File: src/rtl/mii_rx_framer.sv
// MII/GMII receive framer: preamble/SFD hunt, lane-to-byte assembly, sof/eof/err tagging into a FWFT FIFO.
// Latency: last lane to eof on m_* is 2 cycles; no input backpressure, FIFO pressure truncates the frame (err on eof).
module mii_rx_framer #(
  parameter int DATA_W     = 4,
  parameter int FIFO_DEPTH = 16,
  parameter int MAX_LEN    = 1522
) (
  input  logic              mii_clk,
  input  logic              reset,
  input  logic              mii_dv,
  input  logic              mii_er,
  input  logic [DATA_W-1:0] mii_d,
  output logic [7:0]        m_data,
  output logic              m_sof,
  output logic              m_eof,
  output logic              m_err,
  output logic              m_valid,
  input  logic              m_ready,
  output logic [15:0]       good_cnt,
  output logic [15:0]       bad_cnt,
  output logic              busy
);

  localparam int AW = $clog2(FIFO_DEPTH);
  localparam int CW = AW + 1;
  localparam int LW = $clog2(MAX_LEN + 1);
  localparam logic [7:0] PRE8 = 8'h55;
  localparam logic [7:0] SFD8 = (DATA_W == 8) ? 8'hD5 : 8'h0D;
  localparam logic [DATA_W-1:0] PRE = PRE8[DATA_W-1:0];
  localparam logic [DATA_W-1:0] SFD = SFD8[DATA_W-1:0];

  typedef enum logic [1:0] {IDLE, PREAMBLE, PAYLOAD, DROP} state_t;

  typedef struct packed {
    logic       sof;
    logic       eof;
    logic       err;
    logic [7:0] dat;
  } ent_t;

  state_t        state;
  logic          first_cyc;
  logic          phase;
  logic [3:0]    lo_nib;
  logic          hold_vld;
  logic [7:0]    hold_dat;
  logic          sof_pend;
  logic          err_acc;
  logic          trunc;
  logic [LW-1:0] byte_cnt;

  ent_t          mem [FIFO_DEPTH];
  logic [AW-1:0] wr_ptr;
  logic [AW-1:0] rd_ptr;
  logic [CW-1:0] fifo_cnt;
  ent_t          head;
  ent_t          push_ent;

  logic       push;
  logic       pop;
  logic       room1;
  logic       room2;
  logic       byte_done;
  logic       accept;
  logic       end_err;
  logic [7:0] new_byte;

  // A non-eof write needs two free slots so the eof entry of a started frame always fits.
  always_comb begin
    pop       = m_valid & m_ready;
    room1     = (fifo_cnt != CW'(FIFO_DEPTH)) | pop;
    room2     = fifo_cnt <= CW'(FIFO_DEPTH - 2);
    new_byte  = (DATA_W == 8) ? 8'(mii_d) : 8'({mii_d, lo_nib});
    byte_done = mii_dv & ((DATA_W == 8) | phase);
    accept    = byte_done & ~trunc & (byte_cnt < LW'(MAX_LEN)) & (~hold_vld | room2);
    end_err   = err_acc | trunc | phase;
    push      = 1'b0;
    push_ent  = '0;
    if (state == PAYLOAD) begin
      if (!mii_dv) begin
        push     = hold_vld & room1;
        push_ent = '{sof: sof_pend, eof: 1'b1, err: end_err, dat: hold_dat};
      end else begin
        push     = accept & hold_vld;
        push_ent = '{sof: sof_pend, eof: 1'b0, err: 1'b0, dat: hold_dat};
      end
    end
  end

  always_ff @(posedge mii_clk) begin
    if (reset) begin
      state     <= IDLE;
      first_cyc <= 1'b1;
      phase     <= 1'b0;
      lo_nib    <= '0;
      hold_vld  <= 1'b0;
      hold_dat  <= '0;
      sof_pend  <= 1'b1;
      err_acc   <= 1'b0;
      trunc     <= 1'b0;
      byte_cnt  <= '0;
      good_cnt  <= '0;
      bad_cnt   <= '0;
    end else begin
      first_cyc <= 1'b0;
      case (state)
        IDLE: begin
          phase    <= 1'b0;
          hold_vld <= 1'b0;
          sof_pend <= 1'b1;
          err_acc  <= 1'b0;
          trunc    <= 1'b0;
          byte_cnt <= '0;
          // dv already high when reset lifts means we joined mid-frame
          if (mii_dv) begin
            if (first_cyc) begin
              state <= DROP;
            end else if (!mii_er && mii_d == PRE) begin
              state <= PREAMBLE;
            end else begin
              state   <= DROP;
              bad_cnt <= bad_cnt + 16'd1;
            end
          end
        end
        PREAMBLE: begin
          if (!mii_dv) begin
            state   <= IDLE;
            bad_cnt <= bad_cnt + 16'd1;
          end else if (mii_er || (mii_d != PRE && mii_d != SFD)) begin
            state   <= DROP;
            bad_cnt <= bad_cnt + 16'd1;
          end else if (mii_d == SFD) begin
            state <= PAYLOAD;
          end
        end
        PAYLOAD: begin
          if (!mii_dv) begin
            state <= IDLE;
            if (push && !end_err) good_cnt <= good_cnt + 16'd1;
            else                  bad_cnt  <= bad_cnt + 16'd1;
          end else begin
            if (mii_er) err_acc <= 1'b1;
            if (DATA_W == 4) phase <= ~phase;
            lo_nib <= mii_d[3:0];
            if (byte_done) begin
              if (accept) begin
                hold_dat <= new_byte;
                hold_vld <= 1'b1;
                byte_cnt <= byte_cnt + 1'b1;
                if (push) sof_pend <= 1'b0;
              end else begin
                trunc <= 1'b1;
              end
            end
          end
        end
        DROP: begin
          if (!mii_dv) state <= IDLE;
        end
        default: state <= IDLE;
      endcase
    end
  end

  always_ff @(posedge mii_clk) begin
    if (push) mem[wr_ptr] <= push_ent;
  end

  always_ff @(posedge mii_clk) begin
    if (reset) begin
      wr_ptr   <= '0;
      rd_ptr   <= '0;
      fifo_cnt <= '0;
    end else begin
      if (push) wr_ptr <= wr_ptr + 1'b1;
      if (pop)  rd_ptr <= rd_ptr + 1'b1;
      fifo_cnt <= fifo_cnt + CW'(push) - CW'(pop);
    end
  end

  assign head    = mem[rd_ptr];
  assign m_valid = (fifo_cnt != '0);
  assign m_data  = m_valid ? head.dat : 8'h00;
  assign m_sof   = m_valid & head.sof;
  assign m_eof   = m_valid & head.eof;
  assign m_err   = m_valid & head.err;
  assign busy    = (state != IDLE);

endmodule

File: config.mk
export PLATFORM = sky130hd
export DESIGN_NAME = mii_rx_framer
export DESIGN_NICKNAME = d
export VERILOG_FILES = /design/src/rtl/mii_rx_framer.sv
export SDC_FILE = /design/constraint.sdc
export NUM_CORES = 1
export LEC_CHECK = 0
export CAP_MARGIN = 30
export CORE_ASPECT_RATIO = 1.25
export CORE_MARGIN = 4
export CORE_UTILIZATION = 47
export DETAILED_ROUTE_END_ITERATION = 6
export PLACE_DENSITY = 0.65
export SLEW_MARGIN = 20
export SYNTH_ARGS = -nofsm -noshare
export SYNTH_HDL_FRONTEND = slang
export SYNTH_SLANG_ARGS = --single-unit
File: constraint.sdc
create_clock -name mii_clk -period 3 [get_ports mii_clk]
set_input_delay 0.6 -clock mii_clk [delete_from_list [all_inputs] [get_ports mii_clk]]
set_output_delay 0.6 -clock mii_clk [all_outputs]
set_load 0.05 [all_outputs]
==> run_results.csv <==
group,metric,value,unit
pwr,switching_share,29.3,%
flow_run,drv_cap,0,
run_status,status,"complete, but fails checks",
grt,grt_util_met1,24.2,%
clock_network,cts.clk_slew.worst_paths,0.06,ns
pwr,p_sw,2.77,mW
timing,finalSetupViolations,11,
yosys,seq_area_frac_synth,63.9,%
floorplanning,dieArea,25400,sq um
pwr,p_per_area,732,nW/um^2
grt,first_global_vias,6893,
floorplanning,die_width,143,um
timing,finalHoldViolCount,0,
cells_and_area,fin_nets,864,
worst_setup_path,startpoint_type,"flip-flop",
pwr,ir_drop,852,uV
worst_hold_path,hold_path.class,"in -> reg",
timing,setup_slack,-0.130,ns
run_status,violations,"negative setup slack",
route,vias,6487,
worst_setup_path,worstReg2RegEnd,"fifo_cnt[4]$_SDFF_PP0_",
yosys,post_synth.cell_area_avg,14.7,sq um
floorplanning,start_util,48.0,%
clock_network,cts_tree,"yes",
route,initialDrtViolationCount,482,
pwr,pwr-share-seq,41.7,%
floorplanning,core,22400,sq um
clock_network,cts.sinks,256,
worst_setup_path,cp-endpoint,"m_data[1]",
grt,grt_max_degree,53,
worst_setup_path,crit_required,2.40,ns
cells_and_area,drive_gt1_share,23.8,%
yosys,syn_nets,766,
pwr,power.leakage,4.03,nW
placement,port_buffers,53,
timing,clock-skew-final,0.0141,ns
worst_setup_path,worstSetupPathType,"reg -> out",
timing,grt_setup_unrepaired,"yes",
route,drc_errors,0,
clock_network,cts_root_buffer,"clkbuf_16",
worst_setup_path,rr_startpoint,"fifo_cnt[3]$_SDFF_PP0_",
route,ant_nets,0,
pwr,p_comb_share,26.1,%
pwr,p_int,6.68,mW
yosys,synth_edf_count,176,
grt,top_usage_layer,"met2",
placement,finalWeightedCongestion,0.861,
grt,grt_use_total,18.8,%
cells_and_area,syn2layout_area_growth,19.9,%
yosys,syn_inst,735,
yosys,ys_warn_count,0,
route,viasPerCell,5.71,
floorplanning,num_rows,61,
clock_network,insertion_delay,0.53,ns
floorplanning,ios,54,
timing,relSlewSlack,54.1,%
yosys,ys_ff_latch,256,
clock_network,h-tree-depth,1,
cells_and_area,final_area,12900,sq um
yosys,synth_area,10800,sq um
timing,drv_slew,0,
yosys,synthFlopType,"edfxtp_1",
cells_and_area,utilization,57.6,%
grt,gr-usage-met3,2.68,%
worst_setup_path,r2r_slack,0.03,ns
floorplanning,die_y,177,um
clock_network,clockBufferDepth,3,
route,dr.pass1.iters,5,
pwr,power_frac_clock,32.2,%
timing,maxClockFrequency,319,MHz
yosys,synth_cell_types,64,
timing,fin_crit,3.13,ns
timing,period_share,104,%
grt,grt_use_met2,33.2,%
worst_setup_path,end_kind,"primary output",
route,wire_per_inst,20.4,um
worst_setup_path,crit_arrival,2.53,ns
yosys,async_reset_ff_share,0,%
clock_network,cts_buffers,26,
worst_setup_path,cp_max_fo,7,
cells_and_area,antenna_cells,0,
route,routed_wl,23200,um
grt,grt_first_pass_wirelength,37500,um
grt,antenna_found_initial,0,
grt,gr-total-overflow,0,
clock_network,holdBufCountCts,0,
placement,postPlaceCellArea,11800,sq um
timing,tightestPinTransition,0.687,ns
worst_setup_path,reg2regPathDepth,16,
placement,place_hpwl,15200,um
[how the worst min path moves through the flow]
stage	startpoint	endpoint	slack, ns	cells past startpoint
2_1_floorplan	sof_pend$_SDFFE_PP1P_	sof_pend$_SDFFE_PP1P_	0.43	2
3_3_place_gp	lo_nib[3]$_SDFFE_PP0P_	lo_nib[3]$_SDFFE_PP0P_	0.45	2
3_5_place_dp	lo_nib[2]$_SDFFE_PP0P_	lo_nib[2]$_SDFFE_PP0P_	0.45	2
4_1_cts	reset	byte_cnt[10]$_SDFFE_PP0P_	0.44	2
5_1_grt	reset	hold_vld$_SDFFE_PP0P_	0.46	2
6_report	reset	byte_cnt[10]$_SDFFE_PP0P_	0.45	2
[power groups by stage]
stage	combinational (mW)	clock, mW	sequential [mW]
final	2.47	3.05	3.94
after global placement	2.05	0	4.00
after CTS	2.49	3.11	3.94
after floorplan	1.46	0	4.01
after global routing	2.66	3.29	3.95
after detailed placement	2.10	0	4.00
[placed cells by master (no fill, tap or decap), types with 4 or more instances in the layout]
master	count
edfxtp_1	176
inv_1	13
nand2b_1	7
ha_1	20
and3_1	5
clkbuf_1	7
or3_1	9
clkbuf_16	26
o31ai_1	4
or4_1	4
xnor2_1	11
xor2_1	16
mux4_2	55
nand3_1	30
nor3_1	6
clkbuf_8	5
and4_1	6
dfxtp_1	76
mux2i_1	10
nand4_1	13
clkdlybuf4s50_1	40
and2_1	12
nand2_1	42
nor4_1	6
buf_8	4
nor2_1	67
buf_4	44
a21oi_1	24
nand3b_1	6
o21ai_0	10
nor2b_1	7
buf_6	12
nor2b_4	8
[stage by stage]
step	power, mW	hold slack, ns	std cells	setup TNS, ns	setup slack, ns
detailed placement	6.10	0.447	1080	-0.119	-0.119
global placement	6.04	0.447	1080	-0.111	-0.111
CTS	9.53	0.437	1136	-1.48	-0.136
floorplan	5.47	0.435	735	-0.0402	-0.0402
finish	9.45	0.451	1136	-1.23	-0.130
global route	9.90	0.463	1136	-2.16	-0.203
[sequential cells by signal, indices dropped and copies added, names as in the netlist, 2 cells and up, named ones only]
| signal | cells |
|---|---|
| mem | 176 |
| bad_cnt | 16 |
| good_cnt | 16 |
| byte_cnt | 11 |
| hold_dat | 8 |
| fifo_cnt | 5 |
| lo_nib | 4 |
| rd_ptr | 4 |
| wr_ptr | 4 |
| state | 2 |
[critical path, stage by stage, from the launching register on]
cell and delay [ns]:
dfxtp_4 0.41, buf_8 0.15, buf_12 0.13, mux4_2 0.52
mux4_2 0.49, nor2b_4 0.15, buf_6 0.16
[repair_timing]
action	in CTS	in global routing
pin swaps	0	3
gates resized for setup	37	11
endpoints found under the setup margin	12	15
setup buffers	4	0
cloned	4	0
[cell usage after synthesis, drive strengths merged (2+ instances only)]
library cell  count  area share [%]
edfxtp          176              49
xnor2            11            0.89
nand3b            6            0.42
a21o              3            0.21
xor2             16             1.3
or4               4            0.28
nand2b            7            0.41
mux2i            10            0.93
and4              7            0.59
or3              11            0.73
a21oi            26             1.2
a31oi             3            0.31
nand4            14            0.87
a22oi             2            0.14
nor3              7            0.43
inv              16            0.56
or4b              2            0.19
and3b             2            0.16
nor2             67             2.3
or2               2            0.12
and3              6            0.40
buf              18            0.92
o21ai            11            0.55
dfxtp            80              15
ha               21             2.4
nor2b            17            0.99
mux4             55              12
nor4              7            0.55
nand3            32             1.7
clkbuf           18            0.63
o31ai             4            0.28
nand2            43             1.5
and2             13            0.76
[area by class of cell]
cell class / instances / area (sq um)
Fill cell: 1768 / 9520
Timing Repair Buffer: 106 / 1050
Clock inverter: 7 / 56.3
Inverter: 16 / 60.1
Multi-Input combinational cell: 427 / 3740
Tap cell: 283 / 354
Sequential cell: 256 / 6890
Clock buffer: 41 / 761
[metal layers]
layer	part of all wire (%)	wire length (um)	vias to the layer above
li1	-	-	2984
met1	40	9340	3277
met2	53	12300	187
met3	4.5	1030	39
met4	2.5	580	0
met5	0	0	-
[cell families (layout without fill, tap and decap cells)]
logic type	count (synthesis)	count (layout)	share of synthesized area [%]
AO/OA/AOI/OAI	61	61	3.80
AND/OR/NAND/NOR	251	251	12.8
adder cells (fa/ha/maj)	22	22	2.63
buffers and inverters	52	170	2.10
flip-flops	256	256	63.9
multiplexers	66	66	12.5
XOR/XNOR	27	27	2.20
(Power assumes the default switching activity.)
